**src/rtl/pipe_adder_pkg.sv**
```systemverilog
// Shared defaults and slice-width helper for the pipelined adder.
package pipe_adder_pkg;

  localparam int DEF_WIDTH  = 64;
  localparam int DEF_STAGES = 4;

  function automatic int chunk_w(input int width, input int stages);
    return width / stages;
  endfunction

endpackage

```
**src/rtl/pipe_adder_if.sv**
```systemverilog
// Operand/result stream bundle for pipe_adder; slave is the adder side.
// Carries the ovf flag only when PIPE_ADDER_OVF_EN is defined.
interface pipe_adder_if #(
  parameter int WIDTH = pipe_adder_pkg::DEF_WIDTH
);

  logic             in_valid;
  logic             in_ready;
  logic [WIDTH-1:0] a;
  logic [WIDTH-1:0] b;
  logic             cin;
  logic             out_valid;
  logic             out_ready;
  logic [WIDTH-1:0] s;
  logic             cout;
`ifdef PIPE_ADDER_OVF_EN
  logic             ovf;
`endif

  modport slave (
    input  in_valid, a, b, cin, out_ready,
`ifdef PIPE_ADDER_OVF_EN
    output ovf,
`endif
    output in_ready, out_valid, s, cout
  );

  modport master (
    output in_valid, a, b, cin, out_ready,
`ifdef PIPE_ADDER_OVF_EN
    input  ovf,
`endif
    input  in_ready, out_valid, s, cout
  );

endinterface

```
**src/rtl/adder_slice.sv**
```systemverilog
// Combinational W-bit slice adder with carry in/out; one per pipeline stage.
module adder_slice #(
  parameter int W = 16
) (
  input  logic [W-1:0] a,
  input  logic [W-1:0] b,
  input  logic         cin,
  output logic [W-1:0] s,
  output logic         cout
);

  assign {cout, s} = {1'b0, a} + {1'b0, b} + {{W{1'b0}}, cin};

endmodule

```
**src/rtl/pipe_adder.sv**
```systemverilog
// pipe_adder: WIDTH-bit add split into STAGES registered slices, valid/ready with global stall.
// Optional macro PIPE_ADDER_OVF_EN adds a registered two's-complement overflow output.
module pipe_adder
  import pipe_adder_pkg::*;
#(
  parameter int WIDTH  = DEF_WIDTH,
  parameter int STAGES = DEF_STAGES
) (
  input  logic        clk,
  input  logic        rst_n,
  pipe_adder_if.slave bus
);

  localparam int CHUNK = chunk_w(WIDTH, STAGES);

  logic adv_s;
  logic out_valid_s;

  if ((STAGES < 1) || (STAGES > WIDTH) || ((WIDTH % STAGES) != 0)) begin : g_bad_cfg
    $error("pipe_adder: WIDTH must be a multiple of STAGES with 1 <= STAGES <= WIDTH");
  end

  // acc holds the finished sum slices below LO and the still-unadded A slices above;
  // the unadded B slices travel in a narrower register that shrinks every stage.
  for (genvar k = 0; k < STAGES; k++) begin : g_stg
    localparam int LO  = k * CHUNK;
    localparam int REM = WIDTH - LO;

    logic [WIDTH-1:0] acc_in_s;
    logic [REM-1:0]   b_in_s;
    logic             c_in_s;
    logic             v_in_s;
    logic [CHUNK-1:0] sum_s;
    logic [WIDTH-1:0] acc_d;
    logic             c_d;
    logic [WIDTH-1:0] acc_q;
    logic             c_q;
    logic             v_q;

    if (k == 0) begin : g_head
      assign acc_in_s = bus.a;
      assign b_in_s   = bus.b;
      assign c_in_s   = bus.cin;
      assign v_in_s   = bus.in_valid;
    end else begin : g_link
      assign acc_in_s = g_stg[k-1].acc_q;
      assign b_in_s   = g_stg[k-1].g_fwd.b_q;
      assign c_in_s   = g_stg[k-1].c_q;
      assign v_in_s   = g_stg[k-1].v_q;
    end

    adder_slice #(.W(CHUNK)) u_slice (
      .a    (acc_in_s[LO +: CHUNK]),
      .b    (b_in_s[CHUNK-1:0]),
      .cin  (c_in_s),
      .s    (sum_s),
      .cout (c_d)
    );

    always_comb begin
      acc_d              = acc_in_s;
      acc_d[LO +: CHUNK] = sum_s;
    end

    always_ff @(posedge clk or negedge rst_n) begin
      if (!rst_n) begin
        acc_q <= '0;
        c_q   <= 1'b0;
        v_q   <= 1'b0;
      end else if (adv_s) begin
        acc_q <= acc_d;
        c_q   <= c_d;
        v_q   <= v_in_s;
      end
    end

    if (k < STAGES - 1) begin : g_fwd
      logic [REM-CHUNK-1:0] b_q;

      always_ff @(posedge clk or negedge rst_n) begin
        if (!rst_n) begin
          b_q <= '0;
        end else if (adv_s) begin
          b_q <= b_in_s[REM-1:CHUNK];
        end
      end
    end

`ifdef PIPE_ADDER_OVF_EN
    if (k == STAGES - 1) begin : g_ovf
      logic ovf_d;
      logic ovf_q;

      assign ovf_d = (acc_in_s[WIDTH-1] == b_in_s[REM-1]) &&
                     (sum_s[CHUNK-1] != acc_in_s[WIDTH-1]);

      always_ff @(posedge clk or negedge rst_n) begin
        if (!rst_n) begin
          ovf_q <= 1'b0;
        end else if (adv_s) begin
          ovf_q <= ovf_d;
        end
      end
    end
`endif
  end

  assign out_valid_s   = g_stg[STAGES-1].v_q;
  assign adv_s         = bus.out_ready || !out_valid_s;
  assign bus.in_ready  = adv_s;
  assign bus.out_valid = out_valid_s;
  assign bus.s         = g_stg[STAGES-1].acc_q;
  assign bus.cout      = g_stg[STAGES-1].c_q;
`ifdef PIPE_ADDER_OVF_EN
  assign bus.ovf       = g_stg[STAGES-1].g_ovf.ovf_q;
`endif

endmodule

```
**src/flat_wrapper.sv**
```systemverilog
// flat-port wrapper written by rule: the top's interface ports become plain ports
module pipe_adder_flat import pipe_adder_pkg::*;
#(
  parameter int WIDTH  = DEF_WIDTH,
  parameter int STAGES = DEF_STAGES
)
  (clk, rst_n, bus_in_valid, bus_a, bus_b, bus_cin, bus_out_ready, bus_in_ready, bus_out_valid, bus_s, bus_cout);
  pipe_adder_if #(.WIDTH(WIDTH)) bus_i ();
  input  logic clk;
  input  logic rst_n;
  input wire logic [$bits(bus_i.in_valid)-1:0] bus_in_valid;
  input wire logic [$bits(bus_i.a)-1:0] bus_a;
  input wire logic [$bits(bus_i.b)-1:0] bus_b;
  input wire logic [$bits(bus_i.cin)-1:0] bus_cin;
  input wire logic [$bits(bus_i.out_ready)-1:0] bus_out_ready;
  output wire logic [$bits(bus_i.in_ready)-1:0] bus_in_ready;
  output wire logic [$bits(bus_i.out_valid)-1:0] bus_out_valid;
  output wire logic [$bits(bus_i.s)-1:0] bus_s;
  output wire logic [$bits(bus_i.cout)-1:0] bus_cout;
  assign bus_i.in_valid = bus_in_valid;
  assign bus_i.a = bus_a;
  assign bus_i.b = bus_b;
  assign bus_i.cin = bus_cin;
  assign bus_i.out_ready = bus_out_ready;
  assign bus_in_ready = bus_i.in_ready;
  assign bus_out_valid = bus_i.out_valid;
  assign bus_s = bus_i.s;
  assign bus_cout = bus_i.cout;
  pipe_adder #(.WIDTH(WIDTH), .STAGES(STAGES)) u_core (.clk(clk), .rst_n(rst_n), .bus(bus_i));
endmodule
```
**config.mk**
```make
export PLATFORM = sky130hd
export DESIGN_NAME = pipe_adder_flat
export DESIGN_NICKNAME = d
export VERILOG_FILES = /design/src/rtl/pipe_adder_pkg.sv /design/src/rtl/pipe_adder_if.sv /design/src/rtl/adder_slice.sv /design/src/rtl/pipe_adder.sv /design/src/flat_wrapper.sv
export SDC_FILE = /design/constraint.sdc
export NUM_CORES = 1
export LEC_CHECK = 0
export BUFFER_PORTS_ARGS = -buffer_cell sky130_fd_sc_hd__buf_2
export CAP_MARGIN = 0
export CORE_ASPECT_RATIO = 1.2
export CORE_MARGIN = 3
export CORE_UTILIZATION = 44
export CTS_CLUSTER_SIZE = 8
export DETAILED_ROUTE_END_ITERATION = 16
export PLACE_DENSITY = 0.64
export SETUP_SLACK_MARGIN = 0.05
export SLEW_MARGIN = 20
export SYNTH_ARGS = -nofsm -noshare
export SYNTH_HDL_FRONTEND = slang
export SYNTH_HIERARCHICAL = 1
export SYNTH_SLANG_ARGS = --single-unit
```
**constraint.sdc**
```tcl
create_clock -name clk -period 3 [get_ports clk]
set_input_delay 0.3 -clock clk [delete_from_list [all_inputs] [get_ports clk]]
set_output_delay 0.3 -clock clk [all_outputs]
set_load 0.005 [all_outputs]
```
==> qor.yml, run 1 <==
synth:
  ys_top_cells_by_area: "dfrtp_1, mux2_2, mux2_1"
  synth_edf_count: 0
  yosysTopAreaCell: "dfrtp_1"
  ys.flop_type: "dfrtp_1"
  yosysWarnings: 6
  synthCells: 1124
  async_flop_share: 1.00
  ys_seq_elements: 360
  synth-seq-area-share: 0.552
  syn_area_mm2: 0.0163
  synth_cell_types: 60
  syn_avg_cell_area_um2: 14.5
  syn-num-nets: 1325
  synth_top_area_frac: 0.552
worst_setup_path:
  worstPathBufferInverterCount: 0
  path_delay_family: "compound AO/OA/AOI/OAI gates"
  slowest_delay_ns: 0.48
  endpoint_kind: "flop"
  worstSetupPathType: "reg2reg"
  path_depth: 9
  cp-start-kind: "flop"
  worstPathCellList: "fa_1 > fa_1 > a21oi_2 > o21ai_2 > a21oi_2 > o221ai_2 > a221o_1 > a21o_1 > mux2_2"
  rrSetupSlack_ns: 0.11
  r2r_start: "u_core/g_stg[1].acc_q[32]"
  crit_start: "u_core/g_stg[1].acc_q[32]"
  worstPathRequired_ns: 3.43
  crit_slowest_cell: "fa_1"
  reg2reg_depth: 9
  critical_path_arrival_ns: 3.32
  crit_fanout: 3
routing:
  dr.max_layer_used: "met5"
  avgViaCountPerCell: 5.11
  wire_per_inst_um: 16.4
  drc: 0
  met3_length_um: 1270
  wl_met1_um: 14100
  drt-pass1-iter-count: 4
  initialDrtViolationCount: 335
  wl_met2_um: 15500
  postRouteAntennaNets: 0
  drt-total-wl_um: 31500
  num_vias: 9813
worst_hold_path:
  min_path_type: "in2reg"
  min-delay-start: "bus_a[16]"
  min_path_cells: 2
cts:
  insertion_delay_ns: 0.55
  htree_levels: 2
  clk_pin_slew_ns: 0.05
  cts_tree: "built"
  cts_setup_buffers: 0
  cts_max_path_buffers: 3
  cts_inserted_buffers: 51
  clockRootBuffer: "clkbuf_16"
  numClockSinks: 360
sta:
  relSlewSlack: 0.564
  hold_violations: 0
  maxSlewViolCount: 0
  fmax_mhz: 346
  fin_worst_skew_ns: 0.0213
  max_slew.worst_pin.slew_ns: 0.653
  fin_setup_tns_ns: 0
  rsz0062_at_grt: "yes"
  period_needed_ns: 2.89
  post-route-period-util: 0.963
  finalSetupViolCount: 0
power:
  power_density_mw_per_mm2: 1080
  vdd_drop_max_mv: 0.540
  leakagePower_uw: 0.00891
status:
  outcome: "complete, no violations"
cells_and_area:
  final_cell_mix: "dfrtp_1, mux2_2, buf_2, mux2_1, dlygate4sd3_1"
  multi_input_area_mm2: 0.00697
  syn_to_final_growth_pct: 23.4
  regArea_mm2: 0.00901
  design_area_mm2: 0.0201
  fill_cells: 3010
  final_nets: 1648
  layout_commonest_cell: "dfrtp_1"
  instances_no_fill: 1920
  layout-drive-gt1-share: 0.394
floorplan:
  dieWidth_um: 182
  core_mm2: 0.0362
  io_pins: 200
  rows: 76
  initial_core_util: 0.451
  chipHeight_um: 217
  dieArea_mm2: 0.0395
place:
  place.gp.congestion: 0.799
  dpl_cell_area_mm2: 0.0178
  dp_cells: 1765
  place.port_buffers: 199
  dpl.hpwl_um: 21100
global_routing:
  grt_pass1_wl_um: 53500
  grt_pass1_vias: 10600
  antenna_found_initial: 2
  grt_max_degree: 82
  grt_usage: 0.163
  grt_overflow: 0
flow_run:
  drv_cap: 0
## metal layers
| layer | track usage | vias to the layer above |
|---|---|---|
| met5 | 0 | - |
| met4 | 0.0455 | 2 |
| met3 | 0.0308 | 49 |
| met2 | 0.278 | 181 |
| met1 | 0.213 | 4861 |
| li1 | - | 4720 |
## worst register-to-register path: stages (launching register included)
cell and delay (ns):
dfrtp_1 0.39, fa_1 0.48, fa_1 0.45, a21oi_2 0.19, o21ai_2 0.11, a21oi_2 0.21
o221ai_2 0.17, a221o_1 0.35, a21o_1 0.18, mux2_2 0.25
## flip-flops by register name, summed over array words and instances, names as in the netlist
register and count:
u_core/g_stg.acc_q 192, u_core/bus.s 64, u_core/bus.cout 1, u_core/g_stg.g_fwd.b_q 96, u_core/g_stg.c_q 3, u_core/g_stg.v_q 3, u_core/bus.out_valid 1
## synthesized netlist by cell type (2+ instances only)
master       n
a2111oi_2    2
buf_2       10
a211o_1      2
o21ai_1      5
xnor2_1     30
nor2b_1      5
o211ai_1     5
inv_1        8
nand4_1      4
o21ai_0     14
a31oi_1      7
dfrtp_1    360
a21oi_2      8
nor2_1      13
o21a_1       7
o21bai_1     9
mux2_1      98
nand2_1     20
nand2b_1     5
and4_1       3
xor2_1      25
nand3_1     10
o2bb2ai_1    2
fa_1         8
nor3_1       3
buf_4       19
buf_6       12
and3_1       6
o31ai_1      2
ha_1        60
a21oi_1     39
a211oi_2     3
mux2_2     261
a21o_1      21
clkbuf_1     2
or2_2        5
o21ai_2      4
o31ai_2      2
o221ai_2     2
a221o_1      2
a21o_2       2
## layout make-up
class | count | share of cell area
repair buffers | 313 | 0.108
inverters | 9 | 0.00193
multi-input cells | 712 | 0.346
clock inverters | 3 | 0.00162
clock buffers | 54 | 0.0655
diodes | 1 | 0.000124
well taps | 468 | 0.0291
flip-flops and latches | 360 | 0.447
## per-stage QoR
step	hold slack [ns]	utilization	power, µW	worst slack [ns]
2_1_floorplan	0.00441	-	14600	0.254
3_5_place_dp	0.341	0.491	16700	0.0790
6_report	0.0253	0.556	21700	0.111
4_1_cts	0.00439	0.555	22000	0.0785
5_1_grt	0.00147	0.556	23300	0.00282
3_3_place_gp	0.348	0.491	16400	0.117
## cells by family after synthesis
logic type,Yosys count,share of synthesized area
flip-flops,360,0.552
multiplexers,359,0.248
AO/OA/AOI/OAI,152,0.0677
AND/OR/NAND/NOR,78,0.0248
adder cells (fa/ha/maj),68,0.0558
XOR/XNOR,55,0.0295
buffers and inverters,52,0.0226
## final timing paths
check                                                 to
max in group asynchronous  u_core/g_stg[0].g_fwd.b_q[43]
hold / removal                 u_core/g_stg[0].acc_q[16]
setup / recovery                     u_core/g_stg[2].c_q
min in group asynchronous  u_core/g_stg[0].g_fwd.b_q[12]
setup reg to reg                     u_core/g_stg[2].c_q
hold reg to reg                     u_core/bus.out_valid
## report_power, final
part / leakage (µW) / switching, µW / internal [µW] / total [µW]
logic: 0.00405 / 3810 / 4710 / 8530
clock network: 0.000661 / 1940 / 3050 / 4990
registers: 0.00420 / 1140 / 7030 / 8170
total: 0.00891 / 6890 / 14800 / 21700
## repair_timing
item,in CTS,in global routing
setup endpoints to repair,1,4
hold endpoints to repair,168,0
hold buffers,97,0
gates resized for setup,1,3
pin swaps,0,1
Note: power is estimated with default switching activity, not from simulation.
==> run 2: changes to the inputs <==
- ABC_AREA: not set -> 1
==> run 2 against run 1 <==
Effect of this change: combinational power increased by 7.7%; clock power about the same; flip-flop and latch count stayed put; final cell count increased by 61%; largest cell class unchanged; non-clock buffer count is 5 higher; power is 3.2% higher; die area grew 11%; via count increased by 56%; global-route usage rose by 3.8 points; clock skew down 0.012 ns; hold slack better by 0.078 ns; synthesized cell count is 100% higher; critical path type unchanged.
==> qor.yml, run 2 <==
status:
  outcome: "complete, no violations"
power:
  p_seq_frac: 0.367
  total_power_uw: 22400
  clockPowerShare: 0.222
  switchingPower_uw: 8960
  power.internal_uw: 13400
  leakagePower_uw: 0.0122
  vdd_drop_max_mv: 0.696
  netSwitchingFraction: 0.400
  power_density_mw_per_mm2: 1030
  combPwrFrac: 0.411
cts:
  cts_setup_buffers: 0
  numClockSinks: 360
  cts_inserted_buffers: 50
  cts_max_path_buffers: 3
  cts_tree: "built"
  htree_levels: 2
  insertion_delay_ns: 0.56
  clk_pin_slew_ns: 0.05
  clockRootBuffer: "clkbuf_16"
worst_setup_path:
  worstSetupPathType: "reg2reg"
  worstPathRequired_ns: 3.44
  cp-start-kind: "flop"
  rrSetupSlack_ns: 0.86
  crit_fanout: 3
  critical_path_arrival_ns: 2.58
  endpoint_kind: "flop"
  reg2reg_depth: 12
cells_and_area:
  layout_commonest_cell: "nand2_1"
  syn_to_final_growth_pct: 20.2
  largest_register_ffs: 192
  fill_cells: 3814
  final_cell_mix: "nand2_1, nand3_1, dfrtp_1, buf_2, inv_1"
  multi_input_area_mm2: 0.00788
  layout-drive-gt1-share: 0.138
  design_area_mm2: 0.0218
  regArea_mm2: 0.00901
  final_nets: 2752
  antenna_cells: 0
  regMostFlops: "u_core/g_stg.acc_q"
sta:
  maxSlewViolCount: 0
  fmax_mhz: 468
  rsz0062_at_grt: "no"
  hold_violations: 0
  fin_worst_skew_ns: 0.00945
  max_slew.worst_pin.slew_ns: 1.05
  finalSetupViolCount: 0
  period_needed_ns: 2.14
  finalHoldWorstSlack_ns: 0.103
  relSlewSlack: 0.297
  post-route-period-util: 0.712
  fin_setup_tns_ns: 0
synth:
  ys_seq_elements: 360
  synth_common_cells: "nand2_1, nand3_1, dfrtp_1"
  ys.flop_type: "dfrtp_1"
  synth-seq-area-share: 0.497
  ys_top_cells_by_area: "dfrtp_1, nand2_1, nand3_1"
  async_flop_share: 1.00
  synth_edf_count: 0
  syn_area_mm2: 0.0181
  synthCells: 2299
  yosysTopAreaCell: "dfrtp_1"
  synth_cell_types: 30
  syn-num-nets: 2500
  syn_avg_cell_area_um2: 7.88
  synthMostInstantiatedCell: "nand2_1"
  synth_top_area_frac: 0.497
  yosysWarnings: 6
global_routing:
  grt_pass1_wl_um: 74200
  grt_pass1_vias: 15200
  antenna_found_initial: 0
  grt_usage: 0.201
  grt_max_degree: 219
  grt_overflow: 0
place:
  place.port_buffers: 199
  place.gp.congestion: 0.840
  dpl_cell_area_mm2: 0.0195
  dpl.hpwl_um: 26900
routing:
  avgViaCountPerCell: 4.97
  drt-pass1-iter-count: 5
  drc: 0
  postRouteAntennaNets: 0
  drt-total-wl_um: 42900
  num_vias: 15300
  wire_per_inst_um: 13.9
  initialDrtViolationCount: 960
floorplan:
  initial_core_util: 0.450
  io_pins: 200
  rows: 80
  chipHeight_um: 228
  dieArea_mm2: 0.0437
  dieWidth_um: 191
  core_mm2: 0.0402
worst_hold_path:
  min_path_type: "in2reg"
  min_path_cells: 4
flow_run:
  drv_cap: 0
==> run 2: area by class of cell <==
cell class,count,share of cell area
Clock buffer,54,0.0610
Inverter,159,0.0277
Multi-Input combinational cell,1662,0.362
Sequential cell,360,0.414
Tap cell,533,0.0306
Timing Repair Buffer,318,0.105
==> run 2: metrics by stage <==
stage / setup slack (ns) / util / cells
after floorplan: 1.04 / - / 2299
after global placement: 0.866 / 0.484 / 2934
after detailed placement: 0.862 / 0.484 / 2934
after CTS: 0.833 / 0.542 / 3086
after global routing: 0.636 / 0.542 / 3086
final: 0.864 / 0.542 / 3086
==> run 2: per-layer routing <==
metal / GRT usage / vias to the layer above / wire, µm
li1: - / 7732 / -
met1: 0.272 / 7193 / 19400
met2: 0.328 / 338 / 20400
met3: 0.0331 / 68 / 1830
met4: 0.0677 / 0 / 1200
met5: 0 / - / 0
==> run 2: worst paths after layout <==
check,startpoint,to
worst max-delay path,u_core/g_stg[2].acc_q[48],u_core/bus.s[62]
worst min-delay path,bus_cin,u_core/g_stg[0].acc_q[0]
worst max register to register,u_core/g_stg[2].acc_q[48],u_core/bus.s[62]
worst min register to register,u_core/g_stg[0].g_fwd.b_q[47],u_core/g_stg[1].g_fwd.b_q[31]
max in group asynchronous,rst_n,u_core/bus.s[7]
min in group asynchronous,rst_n,u_core/g_stg[0].acc_q[28]
==> run 2: cell families after synthesis <==
| kind of cell | count (synthesis) | share of synthesized area |
|---|---|---|
| AOI/OAI and AO/OA | 33 | 0.0103 |
| xor gates and xnor gates | 28 | 0.0135 |
| adders and majority gates | 68 | 0.0502 |
| buffers and inverters | 277 | 0.0687 |
| DFF | 360 | 0.497 |
| and+or+nand+nor | 1533 | 0.360 |
==> run 2: timing repair <==
item,in CTS,in global routing
gates resized for setup,0,0
hold buffers,98,0
hold endpoints to repair,176,0
==> run 2: critical path: stages (launching register included) <==
cell	delay (ns)
dfrtp_1	0.40
fa_1	0.47
fa_1	0.42
nand2_1	0.14
nand3_1	0.08
nand3_1	0.07
nand2_1	0.10
nand2_1	0.09
nand2_1	0.05
nand2_1	0.06
nand2_1	0.04
nand2_1	0.06
nand2_1	0.04
==> run 2: power groups by stage <==
stage	Sequential, µW	Combinational, µW	Clock [µW]
after floorplan	7940	6980	0
after global placement	8220	8930	0
after detailed placement	8260	9120	0
after CTS	8230	9280	5140
after global routing	8490	10700	5360
final	8220	9190	4970
==> run 3: changes to the inputs <==
- clock period: 3 -> 2.2 ns (I/O delays scaled with it)
==> run 3 against run 2 <==
Effect of this change: die area did not move; clock skew up 0.0087 ns; final cell count rose by 0.42%; first-iteration DRC count down 3.3%; clock-buffer cell count grew 3; non-clock buffer count rose by 9; core utilization rose by 0.58 points; clock power rose by 38%; sequential share of layout area decreased by 0.43 points; global-route usage about the same; fmax rose by 6.0%; worst setup slack worse by 0.68 ns; critical path type unchanged; largest power group unchanged.
==> qor.yml, run 3 (same netlist as run 2, synthesis figures left out) <==
global_routing:
  antenna_found_initial: 0
  grt_max_degree: 155
  grt_pass1_vias: 15400
  grt_pass1_wl_um: 74300
  grt_usage: 0.201
  grt_overflow: 0
sta:
  fmax_mhz: 496
  post-route-period-util: 0.916
  rsz0062_at_grt: "no"
  max_slew.worst_pin.slew_ns: 0.673
  fin_worst_skew_ns: 0.0182
  hold_violations: 0
  maxSlewViolCount: 0
  relSlewSlack: 0.551
  finalSetupViolCount: 0
  period_needed_ns: 2.02
  fin_setup_tns_ns: 0
floorplan:
  core_mm2: 0.0402
  initial_core_util: 0.450
  chipHeight_um: 228
  dieArea_mm2: 0.0437
  dieWidth_um: 191
  rows: 80
  io_pins: 200
power:
  vdd_drop_max_mv: 0.738
  power.internal_uw: 18500
  power_density_mw_per_mm2: 1400
  switchingPower_uw: 12400
  combPwrFrac: 0.414
  netSwitchingFraction: 0.401
  p_seq_frac: 0.363
  leakagePower_uw: 0.0123
  clockPowerShare: 0.222
worst_setup_path:
  critical_path_arrival_ns: 2.47
  crit_fanout: 3
  crit_start: "u_core/g_stg[2].c_q"
  cp-start-kind: "flop"
  endpoint_kind: "flop"
  worstPathRequired_ns: 2.65
  worstSetupPathType: "reg2reg"
  r2r_start: "u_core/g_stg[2].c_q"
worst_hold_path:
  min_path_type: "in2reg"
  min-delay-start: "bus_b[0]"
cts:
  cts_tree: "built"
  htree_levels: 2
  numClockSinks: 360
  cts_max_path_buffers: 3
  cts_inserted_buffers: 51
  clockRootBuffer: "clkbuf_16"
  clk_pin_slew_ns: 0.05
  insertion_delay_ns: 0.57
cells_and_area:
  final_nets: 2762
  syn_to_final_growth_pct: 21.5
  layout-drive-gt1-share: 0.143
  final_cell_mix: "nand2_1, nand3_1, dfrtp_1, buf_2, inv_1"
  antenna_cells: 0
  fill_cells: 3835
  regMostFlops: "u_core/g_stg.acc_q"
  largest_register_ffs: 192
  layout_commonest_cell: "nand2_1"
  instances_no_fill: 3099
place:
  place.gp.congestion: 0.872
  dp_cells: 2938
  place.port_buffers: 199
  dpl.hpwl_um: 27300
routing:
  initialDrtViolationCount: 928
  drt-pass1-iter-count: 5
  postRouteAntennaNets: 0
  avgViaCountPerCell: 4.96
  drc: 0
  drt-total-wl_um: 44000
  wire_per_inst_um: 14.2
  num_vias: 15400
flow_run:
  drv_cap: 0
status:
  outcome: "complete, no violations"
[run 3: cell types whose count changed in the layout (fill, tap and decap cells not counted)]
cell,delta
fa_2,+6
buf_16,+2
buf_12,+3
clkbuf_16,+2
clkbuf_8,+1
fa_1,-6
clkbuf_1,+2
dlygate4sd3_1,+3
nand2_1,-1
nand2_2,+1
clkinv_2,+1
buf_4,-1
[run 3: layout make-up]
cell class	instances	area (µm²)	area share
clock buffer	57	1350	0.0614
clock inverter	1	5.00	0.000227
inverter	159	604	0.0274
multi-input combinational	1662	7900	0.359
sequential	360	9010	0.409
tap	533	667	0.0303
timing repair buffer	327	2480	0.113
[run 3: final timing paths]
| check | to | slack [ns] | depth (start not counted) |
|---|---|---|---|
| setup / recovery | u_core/bus.s[62] | 0.18 | 12 |
| hold / removal | u_core/g_stg[0].acc_q[0] | 0.03 | 4 |
| hold reg to reg | u_core/g_stg[1].g_fwd.b_q[25] | 0.46 | 2 |
| min in group asynchronous | u_core/g_stg[1].acc_q[27] | 0.15 | 2 |
| max in group asynchronous | u_core/g_stg[0].g_fwd.b_q[43] | 1.33 | 3 |
| setup reg to reg | u_core/bus.s[62] | 0.18 | 12 |
[run 3: metal layers]
metal	vias to the layer above	global-route usage	wire (µm)
met4	0	0.0645	1180
met2	357	0.332	21200
met1	7187	0.270	19500
li1	7740	-	-
met3	72	0.0328	2070
met5	-	0	0
[run 3: repair_timing]
action	CTS	global route
endpoints found under the setup margin	3	13
hold buffers	101	0
pin swaps	0	1
setup buffers	0	0
cloned	0	2
endpoints found under the hold margin	383	0
resized for setup	2	7
[run 3: per-stage QoR]
step	utilization	power, µW	setup WS (ns)	hold WS [ns]	instance area, µm²
after global placement	0.486	23500	0.0569	0.170	19600
after CTS	0.545	31100	0.0625	0.00245	21900
final	0.547	30900	0.184	0.0305	22000
after detailed placement	0.486	23700	0.0237	0.173	19600
after global routing	0.547	33800	0.0497	0.0248	22000
after floorplan	-	20400	0.245	-0.0756	18100
[run 3: worst max-delay path, cell delays in order, from the launching register on]
cell and delay (ns):
dfrtp_1 0.40, fa_2 0.43, fa_2 0.37, nand2_2 0.10, nand3_1 0.07, nand3_1 0.07
nand2_1 0.10, nand2_1 0.09, nand2_1 0.06, nand2_1 0.07, nand2_1 0.05, nand2_1 0.06
nand2_1 0.05
[run 3: power by group through the flow]
stage	logic [µW]	registers [µW]	clock network [µW]
2_1_floorplan	9520	10800	0
4_1_cts	12800	11200	7100
6_report	12800	11200	6880
3_3_place_gp	12300	11200	0
5_1_grt	14900	11600	7380
3_5_place_dp	12500	11300	0
